--- config.mk ---
export PLATFORM = sky130hd
export DESIGN_NAME = load_store_buffer
export DESIGN_NICKNAME = d
export VERILOG_FILES = /design/src/rtl/lsb_pkg.sv /design/src/rtl/lsb_load_ext.sv /design/src/rtl/load_store_buffer.sv
export SDC_FILE = /design/constraint.sdc
export NUM_CORES = 1
export LEC_CHECK = 0
export ABC_CLOCK_PERIOD_IN_PS = 9290
export CAP_MARGIN = 0
export CORE_MARGIN = 8
export CORE_UTILIZATION = 40
export DETAILED_ROUTE_END_ITERATION = 10
export SYNTH_ARGS = -nofsm -noshare
export SYNTH_HDL_FRONTEND = slang
export SYNTH_SLANG_ARGS = --single-unit
--- constraint.sdc ---
create_clock -name clk_in -period 9.29 [get_ports clk_in]
set_input_delay 2.3225 -clock clk_in [delete_from_list [all_inputs] [get_ports clk_in]]
set_output_delay 2.3225 -clock clk_in [all_outputs]
set_load 0.02 [all_outputs]
--- src/rtl/lsb_pkg.sv ---
// lsb_pkg: shared definitions for the load/store buffer.
//   - memory op encodings as carried by dispatch (disp_op)
//   - MEM_LEN_* access size codes driven on mem_len
//   - FSM state enum for the memory issue machine
//   - helpers: store detection, access length, load extension
package lsb_pkg;

   localparam logic [2:0] OP_LB  = 3'd0;
   localparam logic [2:0] OP_LH  = 3'd1;
   localparam logic [2:0] OP_LW  = 3'd2;
   localparam logic [2:0] OP_SB  = 3'd3;
   localparam logic [2:0] OP_LBU = 3'd4;
   localparam logic [2:0] OP_LHU = 3'd5;
   localparam logic [2:0] OP_SH  = 3'd6;
   localparam logic [2:0] OP_SW  = 3'd7;

   localparam logic [1:0] MEM_LEN_BYTE = 2'd0;
   localparam logic [1:0] MEM_LEN_HALF = 2'd1;
   localparam logic [1:0] MEM_LEN_WORD = 2'd2;

   typedef enum logic [1:0] {
      ST_IDLE,
      ST_LOAD,
      ST_STORE,
      ST_DRAIN
   } lsb_state_e;

   function automatic logic is_store(input logic [2:0] op);
      return (op == OP_SB) || (op == OP_SH) || (op == OP_SW);
   endfunction

   function automatic logic [1:0] op_len(input logic [2:0] op);
      case (op)
         OP_LB, OP_LBU, OP_SB: op_len = MEM_LEN_BYTE;
         OP_LH, OP_LHU, OP_SH: op_len = MEM_LEN_HALF;
         default:              op_len = MEM_LEN_WORD;
      endcase
   endfunction

   // Sign/zero extension of an already right-aligned load value.
   function automatic logic [31:0] ext(input logic [2:0] op, input logic [31:0] raw);
      case (op)
         OP_LB:   ext = {{24{raw[7]}}, raw[7:0]};
         OP_LH:   ext = {{16{raw[15]}}, raw[15:0]};
         OP_LBU:  ext = {24'h0, raw[7:0]};
         OP_LHU:  ext = {16'h0, raw[15:0]};
         default: ext = raw;
      endcase
   endfunction

endpackage

--- src/rtl/lsb_load_ext.sv ---
// lsb_load_ext: combinational load data formatting.
//   op_i       in  3   load op of the access in flight
//   addr_lo_i  in  2   low address bits, select byte/half lane
//   rdata_i    in  32  raw word from the memory controller
//   data_o     out 32  selected and sign/zero-extended value
module lsb_load_ext
   import lsb_pkg::*;
(
   input  logic [2:0]  op_i,
   input  logic [1:0]  addr_lo_i,
   input  logic [31:0] rdata_i,
   output logic [31:0] data_o
);
   logic [31:0] lane;

   // Bring the addressed byte/half down to bit 0 before extension.
   assign lane   = rdata_i >> {addr_lo_i, 3'b000};
   assign data_o = ext(op_i, lane);

endmodule

--- src/rtl/load_store_buffer.sv ---
// load_store_buffer: in-order load/store queue between dispatch/AGU and memory.
//   clk_in, rst_n_in (async, active low), rdy_in (global hold), clear_in (rob flush)
//   disp_*   : enqueue one memory op in program order; full is registered
//   agu_*    : address/store data for the entry with a matching tag
//   commit_* : rob commit of a store
//   mem_*    : single outstanding request, held until mem_done
//   ld_*     : one-cycle load result report to the rob
module load_store_buffer
   import lsb_pkg::*;
#(
   parameter int LSB_WIDTH = 3,
   parameter int LSB_SIZE  = 8,
   parameter int ROB_WIDTH = 4
) (
   input  logic                 clk_in,
   input  logic                 rst_n_in,
   input  logic                 rdy_in,
   input  logic                 clear_in,
   input  logic                 disp_valid,
   input  logic [ROB_WIDTH-1:0] disp_tag,
   input  logic [2:0]           disp_op,
   output logic                 full,
   input  logic                 agu_valid,
   input  logic [ROB_WIDTH-1:0] agu_tag,
   input  logic [31:0]          agu_addr,
   input  logic [31:0]          agu_sdata,
   input  logic                 commit_valid,
   input  logic [ROB_WIDTH-1:0] commit_tag,
   output logic                 mem_req,
   output logic                 mem_we,
   output logic [31:0]          mem_addr,
   output logic [1:0]           mem_len,
   output logic [31:0]          mem_wdata,
   input  logic                 mem_done,
   input  logic [31:0]          mem_rdata,
   output logic                 ld_valid,
   output logic [ROB_WIDTH-1:0] ld_tag,
   output logic [31:0]          ld_data
);
   localparam logic [LSB_WIDTH:0] FULL_AT = (LSB_WIDTH+1)'(LSB_SIZE - 1);

   logic [LSB_SIZE-1:0]  valid_q, valid_d, addr_ok_q, addr_ok_d, committed_q, committed_d;
   logic [ROB_WIDTH-1:0] tag_q   [LSB_SIZE];
   logic [ROB_WIDTH-1:0] tag_d   [LSB_SIZE];
   logic [2:0]           op_q    [LSB_SIZE];
   logic [2:0]           op_d    [LSB_SIZE];
   logic [31:0]          addr_q  [LSB_SIZE];
   logic [31:0]          addr_d  [LSB_SIZE];
   logic [31:0]          sdata_q [LSB_SIZE];
   logic [31:0]          sdata_d [LSB_SIZE];

   logic [LSB_WIDTH-1:0] head_q, head_d, tail_q, tail_d;
   logic [LSB_WIDTH:0]   count_q, count_d, commit_cnt_q, commit_cnt_d;
   lsb_state_e           state_q, state_d;

   logic                 full_q, full_d, mem_req_q, mem_req_d, mem_we_q, mem_we_d;
   logic [31:0]          mem_addr_q, mem_addr_d, mem_wdata_q, mem_wdata_d;
   logic [1:0]           mem_len_q, mem_len_d;
   logic                 ld_valid_q, ld_valid_d;
   logic [ROB_WIDTH-1:0] ld_tag_q, ld_tag_d;
   logic [31:0]          ld_data_q, ld_data_d;
   logic [2:0]           cur_op_q, cur_op_d;

   logic                 head_ok, enq, pop, store_pop, commit_hit;
   logic [31:0]          ext_data;

   lsb_load_ext u_load_ext (
      .op_i      (cur_op_q),
      .addr_lo_i (mem_addr_q[1:0]),
      .rdata_i   (mem_rdata),
      .data_o    (ext_data)
   );

   always_comb begin
      valid_d     = valid_q;
      addr_ok_d   = addr_ok_q;
      committed_d = committed_q;
      tag_d       = tag_q;
      op_d        = op_q;
      addr_d      = addr_q;
      sdata_d     = sdata_q;
      head_d      = head_q;
      tail_d      = tail_q;
      state_d     = state_q;
      mem_req_d   = mem_req_q;
      mem_we_d    = mem_we_q;
      mem_addr_d  = mem_addr_q;
      mem_len_d   = mem_len_q;
      mem_wdata_d = mem_wdata_q;
      cur_op_d    = cur_op_q;
      ld_valid_d  = 1'b0;
      ld_tag_d    = ld_tag_q;
      ld_data_d   = ld_data_q;
      pop         = 1'b0;
      store_pop   = 1'b0;
      commit_hit  = 1'b0;
      enq         = disp_valid && !full_q && !clear_in;
      head_ok     = valid_q[head_q] && addr_ok_q[head_q] &&
                    (!is_store(op_q[head_q]) || committed_q[head_q]);

      // Tag CAM over valid entries for AGU results and store commits.
      for (int i = 0; i < LSB_SIZE; i++) begin
         if (agu_valid && valid_q[i] && tag_q[i] == agu_tag) begin
            addr_ok_d[i] = 1'b1;
            addr_d[i]    = agu_addr;
            sdata_d[i]   = agu_sdata;
         end
         if (commit_valid && valid_q[i] && !committed_q[i] && is_store(op_q[i]) &&
             tag_q[i] == commit_tag) begin
            committed_d[i] = 1'b1;
            commit_hit     = 1'b1;
         end
      end

      if (enq) begin
         valid_d[tail_q]     = 1'b1;
         addr_ok_d[tail_q]   = 1'b0;
         committed_d[tail_q] = 1'b0;
         tag_d[tail_q]       = disp_tag;
         op_d[tail_q]        = disp_op;
         tail_d              = tail_q + 1'b1;
      end

      case (state_q)
         ST_IDLE: begin
            // No new issue during a flush: the head may be about to vanish.
            if (head_ok && !clear_in) begin
               mem_req_d   = 1'b1;
               mem_we_d    = is_store(op_q[head_q]);
               mem_addr_d  = addr_q[head_q];
               mem_len_d   = op_len(op_q[head_q]);
               mem_wdata_d = sdata_q[head_q];
               cur_op_d    = op_q[head_q];
               state_d     = is_store(op_q[head_q]) ? ST_STORE : ST_LOAD;
            end
         end
         ST_LOAD: begin
            if (mem_done) begin
               mem_req_d = 1'b0;
               state_d   = ST_IDLE;
               // A flush landing on the completion cycle discards the result.
               if (!clear_in) begin
                  pop        = 1'b1;
                  ld_valid_d = 1'b1;
                  ld_tag_d   = tag_q[head_q];
                  ld_data_d  = ext_data;
               end
            end else if (clear_in) begin
               state_d = ST_DRAIN;
            end
         end
         ST_STORE: begin
            if (mem_done) begin
               mem_req_d = 1'b0;
               mem_we_d  = 1'b0;
               pop       = 1'b1;
               store_pop = 1'b1;
               state_d   = ST_IDLE;
            end
         end
         ST_DRAIN: begin
            if (mem_done) begin
               mem_req_d = 1'b0;
               state_d   = ST_IDLE;
            end
         end
         default: state_d = ST_IDLE;
      endcase

      if (pop) begin
         valid_d[head_q]     = 1'b0;
         addr_ok_d[head_q]   = 1'b0;
         committed_d[head_q] = 1'b0;
         head_d              = head_q + 1'b1;
      end

      commit_cnt_d = commit_cnt_q + (LSB_WIDTH+1)'(commit_hit) - (LSB_WIDTH+1)'(store_pop);
      count_d      = count_q + (LSB_WIDTH+1)'(enq) - (LSB_WIDTH+1)'(pop);

      // Committed stores sit contiguously at the head, so keeping only the
      // committed entries and rebuilding tail from head is sufficient.
      if (clear_in) begin
         valid_d   = valid_d & committed_d;
         addr_ok_d = addr_ok_d & committed_d;
         tail_d    = head_d + commit_cnt_d[LSB_WIDTH-1:0];
         count_d   = commit_cnt_d;
      end

      full_d = (count_d >= FULL_AT);
   end

   always_ff @(posedge clk_in or negedge rst_n_in) begin
      if (!rst_n_in) begin
         valid_q      <= '0;
         addr_ok_q    <= '0;
         committed_q  <= '0;
         for (int i = 0; i < LSB_SIZE; i++) begin
            tag_q[i]   <= '0;
            op_q[i]    <= '0;
            addr_q[i]  <= '0;
            sdata_q[i] <= '0;
         end
         head_q       <= '0;
         tail_q       <= '0;
         count_q      <= '0;
         commit_cnt_q <= '0;
         state_q      <= ST_IDLE;
         full_q       <= 1'b0;
         mem_req_q    <= 1'b0;
         mem_we_q     <= 1'b0;
         mem_addr_q   <= '0;
         mem_len_q    <= '0;
         mem_wdata_q  <= '0;
         cur_op_q     <= '0;
         ld_valid_q   <= 1'b0;
         ld_tag_q     <= '0;
         ld_data_q    <= '0;
      end else if (rdy_in) begin
         valid_q      <= valid_d;
         addr_ok_q    <= addr_ok_d;
         committed_q  <= committed_d;
         tag_q        <= tag_d;
         op_q         <= op_d;
         addr_q       <= addr_d;
         sdata_q      <= sdata_d;
         head_q       <= head_d;
         tail_q       <= tail_d;
         count_q      <= count_d;
         commit_cnt_q <= commit_cnt_d;
         state_q      <= state_d;
         full_q       <= full_d;
         mem_req_q    <= mem_req_d;
         mem_we_q     <= mem_we_d;
         mem_addr_q   <= mem_addr_d;
         mem_len_q    <= mem_len_d;
         mem_wdata_q  <= mem_wdata_d;
         cur_op_q     <= cur_op_d;
         ld_valid_q   <= ld_valid_d;
         ld_tag_q     <= ld_tag_d;
         ld_data_q    <= ld_data_d;
      end
   end

   assign full      = full_q;
   assign mem_req   = mem_req_q;
   assign mem_we    = mem_we_q;
   assign mem_addr  = mem_addr_q;
   assign mem_len   = mem_len_q;
   assign mem_wdata = mem_wdata_q;
   assign ld_valid  = ld_valid_q;
   assign ld_tag    = ld_tag_q;
   assign ld_data   = ld_data_q;

endmodule
* Word level (Yosys, flattened, before mapping)
Cells that the tools add are included.
** Word-level totals
- Register bits :: 717
- Input port bits :: 119
- Output and inout bits :: 106
- Word-level logic and storage cells :: 329
** Cells by class
- Add/sub/neg operators :: 7
- Order comparisons :: 8
- Eq/ne operators :: 57
- Shift-type cells :: 1
- Multiplexer cells :: 83
- Bitwise gates (word level) :: 13
- Reduce and logical (&&, ||, !) cells :: 110
** Operators by type and width (count)
- $bmux W32 S3 :: 2
- $mux W32 :: 4
- $pmux W32 S4 :: 1
- $eq A3 B3 Y1 const B :: 22
- $eq A4 B4 Y1 :: 16
- $mux W8 :: 8
- $and A8 B8 Y8 :: 7
- $logic_and A1 B1 Y1 :: 56
- $mux W1 :: 37
- $bwmux W32 :: 1
- $shr A32 B5 Y32 :: 1
- $eq A3 B2 Y1 const B :: 9
- $bwmux W24 :: 1
- $reduce_and A2 Y1 :: 10
- $logic_or A1 B1 Y1 :: 19
- $mux W3 :: 6
- $mux W4 :: 4
- $not A8 Y8 :: 2
- $bmux W4 S3 :: 1
- $demux W4 S3 :: 1
- $reduce_and A4 Y1 :: 3
- $logic_not A1 Y1 :: 11
- $mux W2 :: 5
- $bmux W1 S3 :: 3
- 30 further kinds :: 49

* Longest topological paths before layout
- Depth in word-level cells :: 17
- Mapped depth :: 15
- Gate-level depth less buffers :: 14

* By module
Synthesis repeated with hierarchy kept, for this count alone.
** Unflattened totals
- Cells, all modules :: 2220
- Area total of the unflattened synthesis :: 33520.9 sq um
** By module, submodules not included
- load_store_buffer :: times used 1, cells an instance 2113, area an instance 32826.5 sq um, seq. area each 17942.2 sq um
- lsb_load_ext :: times used 1, cells an instance 107, area an instance 694.4 sq um, seq. area each 0.0 sq um

* Least setup slack after synthesis
No wires, ideal clock.
- Path kind :: in2reg
- From :: input commit_tag[1]
- To :: register tail_q[2]
- Setup time :: 0.143 ns
- Data arrival time :: 5.476 ns
- Data required time :: 9.147 ns
- Path slack :: 3.671 ns
- Cell stages on the path :: 15
- Cells stage by stage :: clkbuf_1 xnor2_1 o2111ai_1 nor3_1 nor4_1 and4b_1 ha_1 inv_1 ha_1 fa_1 fa_1 xnor2_1 xnor2_1 xnor2_1 a31oi_1
** On the way
- Word-level cells in the longest chain between the ends :: 14
- Elaborated cells on any way between the ends :: 28
- Those cells by class :: 3 x add/sub; 8 x eq/ne; 9 x mux; 8 x reduce/logical
** RTL lines
- start, declared :: line load_store_buffer.sv:28 : input logic [ROB_WIDTH-1:0] commit_tag,
- $eq A4 B4 Y1 :: line load_store_buffer.sv:109 : tag_q[i] == commit_tag) begin
- $logic_and A1 B1 Y1 :: line load_store_buffer.sv:108 : if (commit_valid && valid_q[i] && !committed_q[i] && is_store(op_q[i]) &&
- $mux W1 (7 in series) :: line load_store_buffer.sv:108
- $mux W1 (*) :: line load_store_buffer.sv:108
- $add A4 B1 Y4 (*) :: line load_store_buffer.sv:177 : commit_cnt_d = commit_cnt_q + (LSB_WIDTH+1)'(commit_hit) - (LSB_WIDTH+1)'(store_pop);
- $sub A4 B1 Y4 (*) :: line load_store_buffer.sv:177
- via commit_cnt_d[1] :: line load_store_buffer.sv:53 : logic [LSB_WIDTH:0] count_q, count_d, commit_cnt_q, commit_cnt_d;
- $add A3 B3 Y3 (*) :: line load_store_buffer.sv:185 : tail_d = head_d + commit_cnt_d[LSB_WIDTH-1:0];
- $mux W3 (*) :: line load_store_buffer.sv:182 : if (clear_in) begin
- end signal, assigned :: line load_store_buffer.sv:227 : tail_q <= tail_d;
- end, declared :: line load_store_buffer.sv:52 : logic [LSB_WIDTH-1:0] head_q, head_d, tail_q, tail_d;
The timed path passes the listed nets; every way through them passes the cells marked *.
A chain may end at the register's enable or synchronous reset.

* Worst setup path in the final report
Ends and elaborated chain as after synthesis.

==> results.tsv <==
stage	metric	value	unit
worst_setup_path	most_frequent_cp_cell	sky130_fd_sc_hd__xnor2_1	
cells_and_area	combined_area_of_the_multi_input_logic_cells	0.0147	sq mm
cts	numCtsBuffers	82	
floorplanning	design.core.area	0.0830	sq mm
place	detailed_place_hpwl	53300	um
worst_setup_path	slowest_stage	sky130_fd_sc_hd__clkdlybuf4s50_1	
synthesis	synthesis.yosys.warnings	0	
cells_and_area	drive_gt1_frac	0.424	
synthesis	per_instance_average_area_after_synthesis	15.0	sq um
cts	cts_tree	yes	
worst_setup_path	cp.buffers_inverters	2	
worst_setup_path	timing.critical_path.fanout_max	8	
synthesis	synthFlopType	sky130_fd_sc_hd__dfrtp_1	
floorplanning	die_w	305	um
floorplanning	chipHeight	305	um
drt	drc	0	
power_and_ir_drop	peak_supply_drop	0.142	mV
synthesis	synthesis.nets	2352	
sta	final_period_minus_worst_setup_slack	5.95	ns
global_route	initial_antenna_violation_count	12	
hold_path	worst_hold_path_type	reg2reg	
sta	finalHoldViolations	0	
sta	clock.fmax	168	MHz
floorplanning	core.rowCount	106	
cells_and_area	layout.cells.most_common	sky130_fd_sc_hd__dfrtp_1	
sta	slew_headroom	0.183	
drt	drtAntennaViolNets	0	
synthesis	synth-edff-count	0	
synthesis	yosysSeqAreaShare	0.538	
worst_setup_path	crit_chain	clkdlybuf4s50_1, xnor2_1, o2111ai_1, nor3_1, nor4_1, and4b_1, ha_1, inv_1, ha_1, fa_1, fa_1, xnor2_1, xnor2_1, xnor2_1, a31oi_1	
sta	rsz_0062_raised_after_global_routing	false	
cts	clk_transition_reported_paths	0.06	ns
cells_and_area	final_cell_mix	714 x sky130_fd_sc_hd__dfrtp_1, 706 x sky130_fd_sc_hd__mux2_2, 222 x sky130_fd_sc_hd__clkdlybuf4s50_1	
global_route	wire_length_of_the_first_global_routing_pass	136000	um
sta	fin_worst_skew	0.0220	ns
flow_run	cap_viol_max_count	0	
floorplanning	initial_utilization	0.401	
drt	wire_length_per_cell	24.3	um
synthesis	netlist-cell-type-count	63	
sta	setup_viol	0	
sta	fin_crit_sh	0.640	
power_and_ir_drop	static-leakage-power	18.4	nW
worst_setup_path	timing.critical_path.from_type	input port	
drt	drtPass1Iterations	7	
run_status	run_status	complete, no violations	
floorplanning	fp.dieArea	0.0928	sq mm
synthesis	synth-seq-cells	717	
power_and_ir_drop	cellPowerDensity	276	mW/mm^2
synthesis	post_synth_inst_count	2215	
place	place.gp.congestion	0.883	
drt	dr_total_vias	19700	
cts	cts.repair_timing.setup_buffer_count	0	
global_route	grt_pass1_vias	21700	
cells_and_area	fin_nets	2557	
worst_setup_path	critical-path-top-delay-family	adder cells	
global_route	grt-ovfl-total	0	
worst_setup_path	timing.critical_path.to_type	register	
worst_setup_path	cp.required	9.78	ns
sta	setup_tns	0	ns
synthesis	ys_async_sr_fraction	1.00	
drt	initialDrtViolationCount	1152	
cts	clock_tree.buffer_depth	3	
drt	viasPerCell	5.53	
cts	h-tree-depth	3	
worst_setup_path	critPathKind	in2reg	
worst_setup_path	timing.critical_path.slowest_cell_delay	0.81	ns
floorplanning	io_count	225	
global_route	grt_max_degree	177	
sta	max_slew.worst_pin.slew	1.22	ns
cts	clkLatencyLatePin	0.62	ns
cts	clock_sink_count	717	
cells_and_area	register_area	0.0180	sq mm
cts	hold_buffers	0	
synthesis	synthesis.area	0.0333	sq mm
cts	post_cts_resized	0	
global_route	grt_use_total	0.187	
drt	detail_route.wirelength	86900	um
cts	clock-root-buffer	sky130_fd_sc_hd__clkbuf_16	
cells_and_area	area_growth	18.2	%
place	numPortBuffers	224	
sta	hold_ws	0.494	ns
worst_setup_path	crit_arrival	6.44	ns
cells_and_area	final.fill_count	7184	
sta	maxSlewViolCount	0	
==> power by group <==
part	switching (mW)	internal (mW)	leakage, nW
Clock	1.31	1.95	1.36
Sequential	0.655	3.94	9.70
Combinational	1.30	1.74	7.35
Total	3.26	7.63	18.4
==> sequential cells by signal (all words and copies together) (netlist names), 8 cells and up <==
register and flops:
addr_q 256, mem_addr 32, tag_q 32, mem_wdata 32, sdata_q 256, addr_ok_q 8, op_q 24, ld_data 32
committed_q 8, valid_q 8
==> kinds of logic after synthesis <==
logic type,Yosys count,synth area share
AND/OR/NAND/NOR,186,0.0295
multiplexers,895,0.352
buffers and inverters,170,0.0218
adder cells (fa/ha/maj),18,0.00743
XOR/XNOR,77,0.0206
flip-flops,717,0.538
AO/OA/AOI/OAI,152,0.0301
==> worst paths after layout <==
check,slack [ns],to,start,depth (start not counted)
min in group asynchronous,1.74,tag_q[19]$_DFFE_PN0P_,rst_n_in,1
min reg2reg,0.49,commit_cnt_q[3]$_DFFE_PN0P_,commit_cnt_q[3]$_DFFE_PN0P_,1
max in group asynchronous,5.48,addr_q[108]$_DFFE_PN0P_,rst_n_in,3
max reg2reg,4.48,mem_wdata[27]$_DFFE_PN0P_,head_q[1]$_DFFE_PN0P_,7
max,3.34,tail_q[2]$_DFFE_PN0P_,commit_tag[1],15
min,0.49,commit_cnt_q[3]$_DFFE_PN0P_,commit_cnt_q[3]$_DFFE_PN0P_,1
==> area by class of cell <==
cell class	instances	area share
flip-flops and latches	717	0.456
multi-input cells	1328	0.372
repair buffers	265	0.0654
clock buffers	119	0.0615
well taps	1080	0.0343
clock inverters	28	0.00797
inverters	26	0.00248
diodes	7	0.000445
==> synthesized netlist by cell type (all sizes together), types with 8 or more instances <==
| cell | count | area (sq um) |
|---|---|---|
| nor2 | 48 | 185 |
| nand4 | 10 | 62.6 |
| buf | 76 | 374 |
| inv | 26 | 97.6 |
| xor2 | 41 | 359 |
| o221ai | 8 | 70.1 |
| dfrtp | 717 | 17900 |
| mux2i | 32 | 320 |
| nand2b | 11 | 68.8 |
| and2 | 13 | 81.3 |
| o22a | 17 | 149 |
| nand2 | 32 | 120 |
| mux2 | 716 | 8100 |
| nor2b | 21 | 131 |
| nor3 | 19 | 95.1 |
| o21ai | 27 | 135 |
| xnor2 | 35 | 307 |
| ha | 15 | 188 |
| mux4 | 147 | 3310 |
| a21oi | 50 | 250 |
| clkbuf | 68 | 255 |
==> worst register-to-register path: stages, from the launching register on <==
cell	delay (ns)
sky130_fd_sc_hd__dfrtp_4	0.80
sky130_fd_sc_hd__buf_4	0.61
sky130_fd_sc_hd__buf_4	0.70
sky130_fd_sc_hd__mux2_2	0.48
sky130_fd_sc_hd__o211ai_2	0.38
sky130_fd_sc_hd__nand3_4	0.64
sky130_fd_sc_hd__buf_4	0.66
sky130_fd_sc_hd__mux2_2	0.42
==> per-stage QoR <==
| step | setup WS, ns | total power, mW | instance area (sq um) | utilization | cells |
|---|---|---|---|---|---|
| final | 3.34 | 10.9 | 39400 | 0.475 | 3570 |
| after global routing | 3.06 | 11.5 | 39400 | 0.474 | 3565 |
| after CTS | 3.41 | 11.1 | 39400 | 0.474 | 3563 |
| after detailed placement | 2.74 | 7.73 | 36600 | 0.441 | 3416 |
| after global placement | 2.68 | 7.61 | 36600 | 0.441 | 3416 |
| after floorplan | 3.67 | 6.64 | 33300 | - | 2215 |
==> routing by layer <==
metal / track usage / vias up / part of all wire
met1: 0.251 / 10500 / 0.45
met4: 0.0520 / 8 / 0.021
met2: 0.308 / 459 / 0.48
li1: - / 8618 / -
met3: 0.0372 / 111 / 0.052
met5: 0 / - / 0.00063
No activity file was read; power rests on OpenSTA's default activity.
